--- src/rtl/reg_ctrl_sequencer_pkg.sv ---
// Shared definitions for the register-bank control sequencer: phase encodings,
// opcode constants and instruction field positions.
package reg_ctrl_sequencer_pkg;

    typedef enum logic [1:0] {
        S_FETCH  = 2'd0,
        S_DECODE = 2'd1,
        S_WB     = 2'd2,
        S_HALT   = 2'd3
    } state_t;

    localparam logic [3:0] OP_NOP  = 4'h0;
    localparam logic [3:0] OP_BR   = 4'hC;
    localparam logic [3:0] OP_ST   = 4'hD;
    localparam logic [3:0] OP_RSVD = 4'hE;
    localparam logic [3:0] OP_HALT = 4'hF;

    // Instruction layout: [15:12] op, [11:9] rd, [8:6] rs1, [5:3] rs2, [5:0] imm6
    localparam int OP_LSB  = 12;
    localparam int OP_W    = 4;
    localparam int RD_LSB  = 9;
    localparam int RS1_LSB = 6;
    localparam int RS2_LSB = 3;
    localparam int IMM_W   = 6;

endpackage

--- src/rtl/reg_ctrl_sequencer_decode.sv ---
// Combinational field extraction and opcode classification for the held
// instruction word.
module instr_decode
    import reg_ctrl_sequencer_pkg::*;
#(
    parameter int DATA_W = 16,
    parameter int REG_AW = 3
) (
    input  logic [DATA_W-1:0] ir,
    output logic [OP_W-1:0]   op,
    output logic [REG_AW-1:0] rd,
    output logic [REG_AW-1:0] rs1,
    output logic [REG_AW-1:0] rs2,
    output logic [DATA_W-1:0] imm,
    output logic              writes_rd,
    output logic              is_branch,
    output logic              is_halt
);

    assign op  = ir[OP_LSB +: OP_W];
    assign rd  = ir[RD_LSB +: REG_AW];
    assign rs1 = ir[RS1_LSB +: REG_AW];
    assign rs2 = ir[RS2_LSB +: REG_AW];
    assign imm = {{(DATA_W-IMM_W){ir[IMM_W-1]}}, ir[IMM_W-1:0]};

    // Only ops 1..B produce a register result; NOP, branch, store, reserved and halt do not.
    assign writes_rd = (op != OP_NOP) && (op < OP_BR);
    assign is_branch = (op == OP_BR);
    assign is_halt   = (op == OP_HALT);

endmodule

--- src/rtl/reg_ctrl_sequencer.sv ---
// Fetch/decode/writeback sequencer driving the register bank phase, write
// strobe and source select; owns the PC.
//
// state    | meaning
// S_FETCH  | imem_req high, wait for imem_valid, capture IR
// S_DECODE | rf_sel=rs1, alu_op/imm presented, no write
// S_WB     | rf_sel=rs2, rf_enable=rd for writing ops, PC update
// S_HALT   | halted, no fetch, held until reset
module reg_ctrl_sequencer
    import reg_ctrl_sequencer_pkg::*;
#(
    parameter int                DATA_W   = 16,
    parameter int                ADDR_W   = 8,
    parameter int                REG_AW   = 3,
    parameter logic [ADDR_W-1:0] RESET_PC = '0
) (
    input  logic              clock,
    input  logic              reset_n,
    output logic [ADDR_W-1:0] imem_addr,
    output logic              imem_req,
    input  logic              imem_valid,
    input  logic [DATA_W-1:0] imem_data,
    input  logic              branch_taken,
    input  logic [ADDR_W-1:0] branch_target,
    output logic [1:0]        rf_state,
    output logic [REG_AW-1:0] rf_enable,
    output logic [REG_AW-1:0] rf_sel,
    output logic [3:0]        alu_op,
    output logic [DATA_W-1:0] imm,
    output logic              halted
);

    state_t              state, state_nxt;
    logic [ADDR_W-1:0]   pc, pc_nxt;
    logic [DATA_W-1:0]   ir, ir_nxt;

    logic [OP_W-1:0]     dec_op;
    logic [REG_AW-1:0]   dec_rd, dec_rs1, dec_rs2;
    logic [DATA_W-1:0]   dec_imm;
    logic                dec_writes_rd, dec_is_branch, dec_is_halt;

    // Decoding the next IR lets the phase outputs be registered on the same
    // edge that enters the phase, so they are stable for the whole phase.
    instr_decode #(
        .DATA_W (DATA_W),
        .REG_AW (REG_AW)
    ) u_decode (
        .ir        (ir_nxt),
        .op        (dec_op),
        .rd        (dec_rd),
        .rs1       (dec_rs1),
        .rs2       (dec_rs2),
        .imm       (dec_imm),
        .writes_rd (dec_writes_rd),
        .is_branch (dec_is_branch),
        .is_halt   (dec_is_halt)
    );

    always_comb begin
        state_nxt = state;
        pc_nxt    = pc;
        ir_nxt    = ir;
        case (state)
            S_FETCH: begin
                if (imem_valid) begin
                    ir_nxt    = imem_data;
                    state_nxt = S_DECODE;
                end
            end
            S_DECODE: state_nxt = S_WB;
            S_WB: begin
                if (dec_is_halt) begin
                    state_nxt = S_HALT;
                end else begin
                    state_nxt = S_FETCH;
                    pc_nxt    = (dec_is_branch && branch_taken) ? branch_target : pc + 1'b1;
                end
            end
            S_HALT: state_nxt = S_HALT;
            default: state_nxt = S_FETCH;
        endcase
    end

    always_ff @(posedge clock or negedge reset_n) begin
        if (!reset_n) begin
            state     <= S_FETCH;
            pc        <= RESET_PC;
            ir        <= '0;
            imem_req  <= 1'b0;
            rf_enable <= '0;
            rf_sel    <= '0;
            alu_op    <= '0;
            imm       <= '0;
        end else begin
            state    <= state_nxt;
            pc       <= pc_nxt;
            ir       <= ir_nxt;
            imem_req <= (state_nxt == S_FETCH);
            case (state_nxt)
                S_DECODE: begin
                    rf_sel    <= dec_rs1;
                    rf_enable <= '0;
                    alu_op    <= dec_op;
                    imm       <= dec_imm;
                end
                S_WB: begin
                    rf_sel    <= dec_rs2;
                    rf_enable <= dec_writes_rd ? dec_rd : '0;
                    alu_op    <= dec_op;
                    imm       <= dec_imm;
                end
                default: begin
                    rf_sel    <= '0;
                    rf_enable <= '0;
                    alu_op    <= '0;
                    imm       <= '0;
                end
            endcase
        end
    end

    assign imem_addr = pc;
    assign rf_state  = state;
    assign halted    = (state == S_HALT);

endmodule

--- config.mk ---
export PLATFORM = sky130hd
export DESIGN_NAME = reg_ctrl_sequencer
export DESIGN_NICKNAME = d
export VERILOG_FILES = /design/src/rtl/reg_ctrl_sequencer_pkg.sv /design/src/rtl/reg_ctrl_sequencer_decode.sv /design/src/rtl/reg_ctrl_sequencer.sv
export SDC_FILE = /design/constraint.sdc
export NUM_CORES = 1
export LEC_CHECK = 0
export CAP_MARGIN = 30
export CORE_UTILIZATION = 30
export DETAILED_ROUTE_END_ITERATION = 8
export HOLD_SLACK_MARGIN = 0.08
export REMOVE_ABC_BUFFERS = 1
export SLEW_MARGIN = 20
export SYNTH_ARGS = -nofsm -noshare
export SYNTH_HDL_FRONTEND = slang
export SYNTH_SLANG_ARGS = --single-unit
--- constraint.sdc ---
create_clock -name clock -period 3.8 [get_ports clock]
set_clock_uncertainty 0.1 [all_clocks]
set_input_delay 0.38 -clock clock [delete_from_list [all_inputs] [get_ports clock]]
set_output_delay 0.38 -clock clock [all_outputs]
set_load 0.02 [all_outputs]
**Word level (Yosys, flattened, before mapping)**

Index checks and enable logic that the tools add are counted.

- Input port bits: 28
- Logic and storage cells: 36
- Output and inout port bits: 38
- Register bits: 53

- Add/subtract/negate cells: 1
- Eq/ne operators: 7
- Multiplexer cells: 11
- Reductions and logical operators: 7
- Bitwise operators: 1
- Magnitude comparators: 1

Operators with widths:

| kind | count |
|---|---|
| $mux 16 | 3 |
| $add 8x1->8 const B | 1 |
| $eq 4x4->1 const B | 2 |
| $mux 8 | 1 |
| $pmux 2 s4 | 1 |
| $eq 2x2->1 const B | 3 |
| $mux 3 | 2 |
| $pmux 3 s2 | 1 |
| $eq 2x1->1 const B | 2 |
| $logic_not 2->1 | 2 |
| $lt 4x4->1 const B | 1 |
| $mux 2 | 2 |
| $mux 4 | 1 |
| $reduce_bool 4->1 | 1 |
| $logic_and 1x1->1 | 2 |
| $reduce_and 2->1 | 1 |
| $reduce_or 2->1 | 1 |
| $not 1->1 | 1 |

**Depth between registers and ports, before layout**

Gate-level depths: netlist of the first run.

- Depth after elaboration: 8
- Mapped depth: 6
- Mapped depth without buffers: 5

**Cells and area by module**

Synthesis of the first run repeated with hierarchy kept, for this count alone.

- Cell total of the unflattened synthesis: 200
- Area, all modules: 2359.8 um^2

Modules (own cells, without submodules):

| module | cells each | sequential area each (um^2) | area an instance (um^2) | instances |
|---|---|---|---|---|
| reg_ctrl_sequencer | 165 | 1326.3 | 2114.5 | 1 |
| instr_decode | 35 | 0.0 | 245.2 | 1 |

**Worst setup path after synthesis of the first run**

No wires, ideal clock.

- Path type: register to register
- Start: register state[1] (netlist: rf_state[1])
- End: register pc[5] (netlist: imem_addr[5])
- Path slack: 1.877 ns
- Library setup time: 0.126 ns
- Stages on the path, launching flop included: 6
- Clock period less this slack: 1.923 ns
- Data arrival time: 1.696 ns
- Cells stage by stage: dfrtp_1 -> buf_6 -> nor3b_2 -> mux2_4 -> a32o_1 -> a311o_1

- Longest elaborated chain between the ends: 5
- Elaborated cells between the ends (all ways): 9

RTL lines:

| item | RTL line | source |
|---|---|---|
| from (decl) | reg_ctrl_sequencer.sv:33 | `state_t state, state_nxt;` |
| from (signal assigned) | reg_ctrl_sequencer.sv:95 | `state <= state_nxt;` |
| $logic_not 2->1 | reg_ctrl_sequencer.sv:63 | `case (state)` |
| $mux 16 | reg_ctrl_sequencer.sv:63 |  |
| $eq 4x4->1 (on tied branches) | reg_ctrl_sequencer_decode.sv:28, reg_ctrl_sequencer_decode.sv:29 |  |
| $logic_and 1x1->1 / $not 1->1 (equally long branches) | n/a |  |
| $mux 8 / $reduce_and 2->1 (equally long branches) | n/a |  |
| to (signal assigned) | reg_ctrl_sequencer.sv:96 | `pc <= pc_nxt;` |
| to (decl) | reg_ctrl_sequencer.sv:34 | `logic [ADDR_W-1:0] pc, pc_nxt;` |

Several ways; a longest one is shown, not always the timed one.
A chain may end at the register's enable or synchronous reset.

**Worst setup path in the final report of the first run**

- Start: input port imem_valid
- End: register pc[5] (netlist: imem_addr[5])

- Longest elaborated chain between the ends: 5
- Elaborated cells between the ends (all ways): 8

RTL lines:

| item | RTL line | source |
|---|---|---|
| from (decl) | reg_ctrl_sequencer.sv:21 | `input logic imem_valid,` |
| $mux 16 (*) | reg_ctrl_sequencer.sv:65 | `if (imem_valid) begin` |
| $mux 16 (*) | reg_ctrl_sequencer.sv:63 |  |
| $eq 4x4->1 (on tied branches) | reg_ctrl_sequencer_decode.sv:28, reg_ctrl_sequencer_decode.sv:29 |  |
| $logic_and 1x1->1 / $not 1->1 (equally long branches) | n/a |  |
| $mux 8 / $reduce_and 2->1 (equally long branches) | n/a |  |

Every way passes the cells marked *; elsewhere a longest branch is shown, timed or not.

==> results of run 1 <==
==> worst max-delay path, cell delays in order <==
cell and delay (ns):
clkdlybuf4s50_1 0.60, nor3b_2 0.24, buf_4 0.22, mux2_4 0.40
a2111oi_0 0.42, a311o_1 0.17
==> synth_stat cells (2+ instances only) <==
master / count
dfrtp_1: 40
buf_6: 5
nor2_1: 10
a211o_1: 2
inv_1: 9
mux2_2: 6
and2_1: 4
nor3b_1: 3
o31ai_1: 3
o211a_1: 3
or4_1: 2
a22o_1: 2
nand2_1: 17
nor4_1: 2
mux2i_1: 7
nand4_1: 6
nand3_1: 6
a21oi_1: 4
o21ai_0: 2
buf_4: 12
a32o_1: 3
==> layer usage <==
layer,up-vias,global-route usage
li1,701,-
met4,0,0.0482
met1,688,0.177
met2,32,0.208
met5,-,0
met3,6,0.0404
==> sequential cells by signal, indices dropped and copies added, names as in the netlist <==
register   flops
ir            13
imem_addr      8
imm            6
alu_op         4
rf_enable      3
rf_sel         3
rf_state       2
imem_req       1
==> worst max-delay path by stage <==
stage / startpoint / depth (start not counted) / slack [ns] / to
2_1_floorplan: rf_state[1]$_DFF_PN0_ / 4 / 1.20 / imem_addr[5]$_DFFE_PN0P_
3_3_place_gp: imem_valid / 6 / 1.24 / imem_addr[5]$_DFFE_PN0P_
3_5_place_dp: imem_valid / 6 / 1.22 / imem_addr[5]$_DFFE_PN0P_
4_1_cts: rf_state[1]$_DFF_PN0_ / 3 / 1.47 / halted
5_1_grt: rf_state[1]$_DFF_PN0_ / 3 / 1.37 / halted
6_report: imem_valid / 6 / 1.50 / imem_addr[5]$_DFFE_PN0P_
==> report_power, final <==
group	switching [W]	total (W)	internal, W	leakage (nW)
registers	0.000149	0.000776	0.000627	0.480
clock network	0.000150	0.000365	0.000215	0.0614
logic	0.000631	0.00122	0.000585	0.596
total	0.000930	0.00236	0.00143	1.14
==> stage by stage <==
stage                      util  instances  setup WS, ns  hold slack [ns]
after floorplan               -        149          1.20          -0.0156
after global placement    0.416        291          1.24            0.377
after detailed placement  0.416        291          1.22            0.386
after CTS                 0.437        299          1.47            0.133
after global routing      0.443        301          1.37            0.417
final                     0.443        301          1.50            0.397
==> logic make-up (layout without fill, tap and decap cells) <==
logic type      after synthesis  after routing
simple gates                 59             59
flops                        40             40
buf+inv                      27             86
compound gates               26             26
mux                          14             14
fa+ha+maj                     1              1
==> layout make-up <==
| cell class | instances | area [um^2] | area share |
|---|---|---|---|
| Clock buffer | 6 | 82.6 | 0.0311 |
| Tap cell | 75 | 93.8 | 0.0354 |
| Multi-Input combinational cell | 100 | 704 | 0.266 |
| Timing Repair Buffer | 69 | 698 | 0.263 |
| Inverter | 9 | 33.8 | 0.0127 |
| Sequential cell | 40 | 1000 | 0.377 |
| Clock inverter | 2 | 38.8 | 0.0146 |
==> what timing repair did <==
item,4_1_cts,5_1_grt
setup endpoints to repair,0,0
hold buffers,0,1
endpoints found under the hold margin,0,21
==> summary.txt, run 1 <==
status - completed
Most used DFF post-synth - dfrtp_1
setup total negative slack - 0 ns
cell type with the largest total area after synthesis - dfrtp_1
async set-reset flop share out of synthesis - 1.00
Yosys top cell area share - 0.530
min-delay src - ir[10]$_DFF_PN0_
GRT Total Usage - 0.135
Root Driver - clkbuf_8
Placed Area - 2490 um^2
syn avg cell area - 11.3 um^2
commonest non-fill, non-tap cell in the layout - clkdlybuf4s50_1
Setup crit start kind - input port
EDFF count, synth - 0
Worst Path Arrival - 2.43 ns
WL final - 4.14 mm
CTS buffer count - 5
IO buf count - 65
chip width - 81.4 um
Slew headroom - 0.606
core area - 5990 um^2
WP data required - 3.93 ns
critical path endpoint category - flop
XOR/XNOR Fraction of Synth Area - 0
pin count of the biggest net entering global routing - 41
Synth Area in Compound Gates - 0.109
CTS Buffer Depth - 2
final setup fails - 0
hpwl dp - 3.02 mm
Antenna Cells - 0
Die Area - 6620 um^2
Initial DRC Count - 50
total power - 0.00236 W
Overflow after GRT - 0
synth top area cells - dfrtp_1 53%, buf_4 4.8%, mux2i_1 3.7%
number of H-tree levels - 2
Reg clk slew, reported paths - 0.08 ns
die height - 81.4 um
VDD IR max - 0.355 mV
post-synthesis mux area share - 0.0808
Max Slew Vio Count - 0
Warnings, synthesis - 0
post-route cell area - 2650 um^2
f_max - 434 MHz
Antenna Nets Post-Route - 0
Resized Gates After CTS - 0
Yosys reg bits - 40
commonest cells after routing, fill and taps aside - 64 x clkdlybuf4s50_1, 40 x dfrtp_1, 17 x nand2_1, 10 x nor2_1, 9 x inv_1
worst skew pair latency - 0.29 ns
DRC Markers - 0
Boundary Pins - 66
fillcell total - 572
Final Cycle Share - 0.606
Worst Hold End - ir[10]$_DFF_PN0_
Netlist cell types - 40
uppermost layer routed - met4
FF-to-FF End - imem_addr[5]$_DFFE_PN0P_
# Post-CTS Setup Buffers - 0
Starting Density - 0.315
first-pass GRT wire length - 6.71 mm
initial antenna violation count - 0
wire per inst - 13.8 um
area grow syn2layout - 40.4%
cell area after synthesis - 1890 um^2
path category of the worst min-delay check - flop to flop
M1 WL - 1.92 mm
Seq/Total Area, Yosys - 0.530
setup slack, reg-to-reg - 1.67 ns
maxcap violations - 0
Final min period - 2.30 ns
final hold vios - 0
Via Count - 1,427
post-synthesis adder-cell area fraction - 0.00662
via-per-instance ratio - 4.74
r2r worst-path depth - 5
share of layout cells above drive strength 1 - 0.111
fin nets - 254
worst hold path depth - 1
CTS tree - done
Pre-antenna DRT Iters - 4
RSZ-0062 raised after global routing - false
row count - 28
crit-path max FO - 16
placer congestion estimate - 0.752
Critical Setup Path Class - input port to flop
met2 WL - 1.95 mm
largest family of logic cells by synthesized area - simple AND/OR/NAND/NOR gates
worst slew pin tran - 0.587 ns
Post-Synth Simple-Gate Area - 0.177
number of global-route vias before repair - 1,332
total clock sinks - 40
metal3 WL - 217 um
PwrDens - 888 nW/um^2
static leakage - 1.14 nW
post-synthesis cell count - 167
Critical R2R Launch - rf_state[1]$_DFF_PN0_
(Power assumes the default switching activity.)
==> run 2: changes to the inputs <==
==> constraint.sdc (replaced) <==
create_clock -name clock -period 1.95 [get_ports clock]
set_clock_uncertainty 0.1 [all_clocks]
set_input_delay 0.195 -clock clock [delete_from_list [all_inputs] [get_ports clock]]
set_output_delay 0.195 -clock clock [all_outputs]
set_load 0.02 [all_outputs]
==> run 2 against run 1 <==
Global-route usage up 0.64 points; die area unchanged; power is 94% higher; register-to-register slack got worse by 1.5 ns; non-clock buffer count increased by 16; via count up 4.1%; combinational power increased by 110%; first-iteration DRC count rose by 110%; final area increased by 2.4%; routed wire length rose by 4.6%; sequential share of layout area shrank 0.87 points; largest cell class unchanged.
==> summary.txt, run 2 (synthesized netlist as in run 1, its figures left out) <==
Boundary Pins - 66
worst slew pin tran - 0.478 ns
wire per inst - 13.7 um
switch share - 0.400
Overflow after GRT - 0
hpwl dp - 3.26 mm
crit-path max FO - 9
Pre-antenna DRT Iters - 4
IO buf count - 65
sequential share of power - 0.322
Switching Power - 0.00183 W
CTS Buffer Depth - 2
final hold vios - 0
row count - 28
total clock sinks - 40
Critical R2R Launch - rf_state[1]$_DFF_PN0_
total power - 0.00457 W
Worst Slack Setup Final - 0.148 ns
CTS tree - done
RSZ-0062 raised after global routing - false
number of global-route vias before repair - 1,448
worst skew pair latency - 0.28 ns
Root Driver - clkbuf_8
Slew headroom - 0.681
via-per-instance ratio - 4.70
Die Area - 6620 um^2
Final Cycle Share - 0.924
Via Count - 1,485
Comb power frac - 0.568
pin count of the biggest net entering global routing - 22
setup slack, reg-to-reg - 0.16 ns
status - completed
static leakage - 1.20 nW
VDD IR max - 0.611 mV
maxcap violations - 0
WP data required - 2.07 ns
number of H-tree levels - 2
Reg clk slew, reported paths - 0.08 ns
Final min period - 1.80 ns
Initial DRC Count - 105
Max Slew Vio Count - 0
area grow syn2layout - 43.7%
r2r worst-path depth - 4
FF-to-FF End - imem_addr[5]$_DFFE_PN0P_
setup total negative slack - 0 ns
first-pass GRT wire length - 6.96 mm
Setup WS pre-CTS - -0.203 ns
placer congestion estimate - 0.757
Critical Setup Path Class - input port to flop
fin nets - 270
Starting Density - 0.315
commonest non-fill, non-tap cell in the layout - clkdlybuf4s50_1
internal power component - 0.00274 W
PwrDens - 1680 nW/um^2
CTS buffer count - 5
f_max - 555 MHz
Antenna Cells - 0
critical path endpoint category - flop
initial antenna violation count - 0
path category of the worst min-delay check - input port to asynchronous set/reset pin
share of layout cells above drive strength 1 - 0.162
DRC Markers - 0
final setup fails - 0
commonest cells after routing, fill and taps aside - 63 x clkdlybuf4s50_1, 40 x dfrtp_1, 18 x buf_4, 17 x nand2_1, 10 x nor2_1
Antenna Nets Post-Route - 0
chip width - 81.4 um
die height - 81.4 um
Clk network pwr share - 0.110
Largest register FFs - 13
Setup crit start kind - input port
Worst Path Arrival - 1.92 ns
core area - 5990 um^2
Top reg by flops - ir
GRT Total Usage - 0.141
WL final - 4.33 mm
## run 2: power groups by stage
stage / combinational, W / sequential [W] / clock, W
after detailed placement: 0.00262 / 0.00149 / 0
final: 0.00260 / 0.00147 / 0.000504
after global placement: 0.00258 / 0.00148 / 0
after floorplan: 0.000891 / 0.00194 / 0
after CTS: 0.00262 / 0.00148 / 0.000528
after global routing: 0.00281 / 0.00153 / 0.000572
## run 2: critical path, stage by stage
cell and delay [ns]:
clkdlybuf4s50_1 0.50, nor3b_2 0.27, mux2_4 0.38, a2111oi_0 0.41, a311o_1 0.17
## run 2: routing by layer
layer  track usage  vias up  part of all wire  wire length [um]
met4        0.0464        0             0.012                54
met1         0.192      702              0.46              2010
li1              -      732                 -                 -
met3        0.0382        6             0.052               227
met5             0        -                 0                 0
met2         0.217       45              0.47              2040
## run 2: area by class of cell
class / count / area [um^2]
Fill cell: 570 / 3280
Clock buffer: 6 / 72.6
Clock inverter: 1 / 5.00
Sequential cell: 40 / 1000
Timing Repair Buffer: 85 / 805
Inverter: 9 / 33.8
Multi-Input combinational cell: 100 / 704
Tap cell: 75 / 93.8
## run 2: through the flow
stage           util  std cells  cell area, um^2  hold slack, ns
6_report       0.453        316             2720           0.289
5_1_grt        0.453        316             2720           0.331
4_1_cts        0.452        316             2710           0.294
3_5_place_dp   0.438        308             2620          0.0788
3_3_place_gp   0.438        308             2620          0.0841
2_1_floorplan      -        149             1740          -0.201
## run 2: repair_timing
item / CTS / global route
setup endpoints to repair: 0 / 4
setup buffers: 0 / 0
resized for setup: 0 / 2
hold endpoints to repair: 20 / 0
hold buffers: 1 / 0
## run 2: worst max-delay path by stage
stage / from / end
global route: rf_state[1]$_DFF_PN0_ / rf_enable[1]$_DFF_PN0_
global placement: imem_data[15] / imem_addr[5]$_DFFE_PN0P_
floorplan: rf_state[1]$_DFF_PN0_ / imem_addr[5]$_DFFE_PN0P_
CTS: rf_state[1]$_DFF_PN0_ / halted
finish: imem_valid / imem_addr[5]$_DFFE_PN0P_
detailed placement: imem_valid / rf_enable[2]$_DFF_PN0_
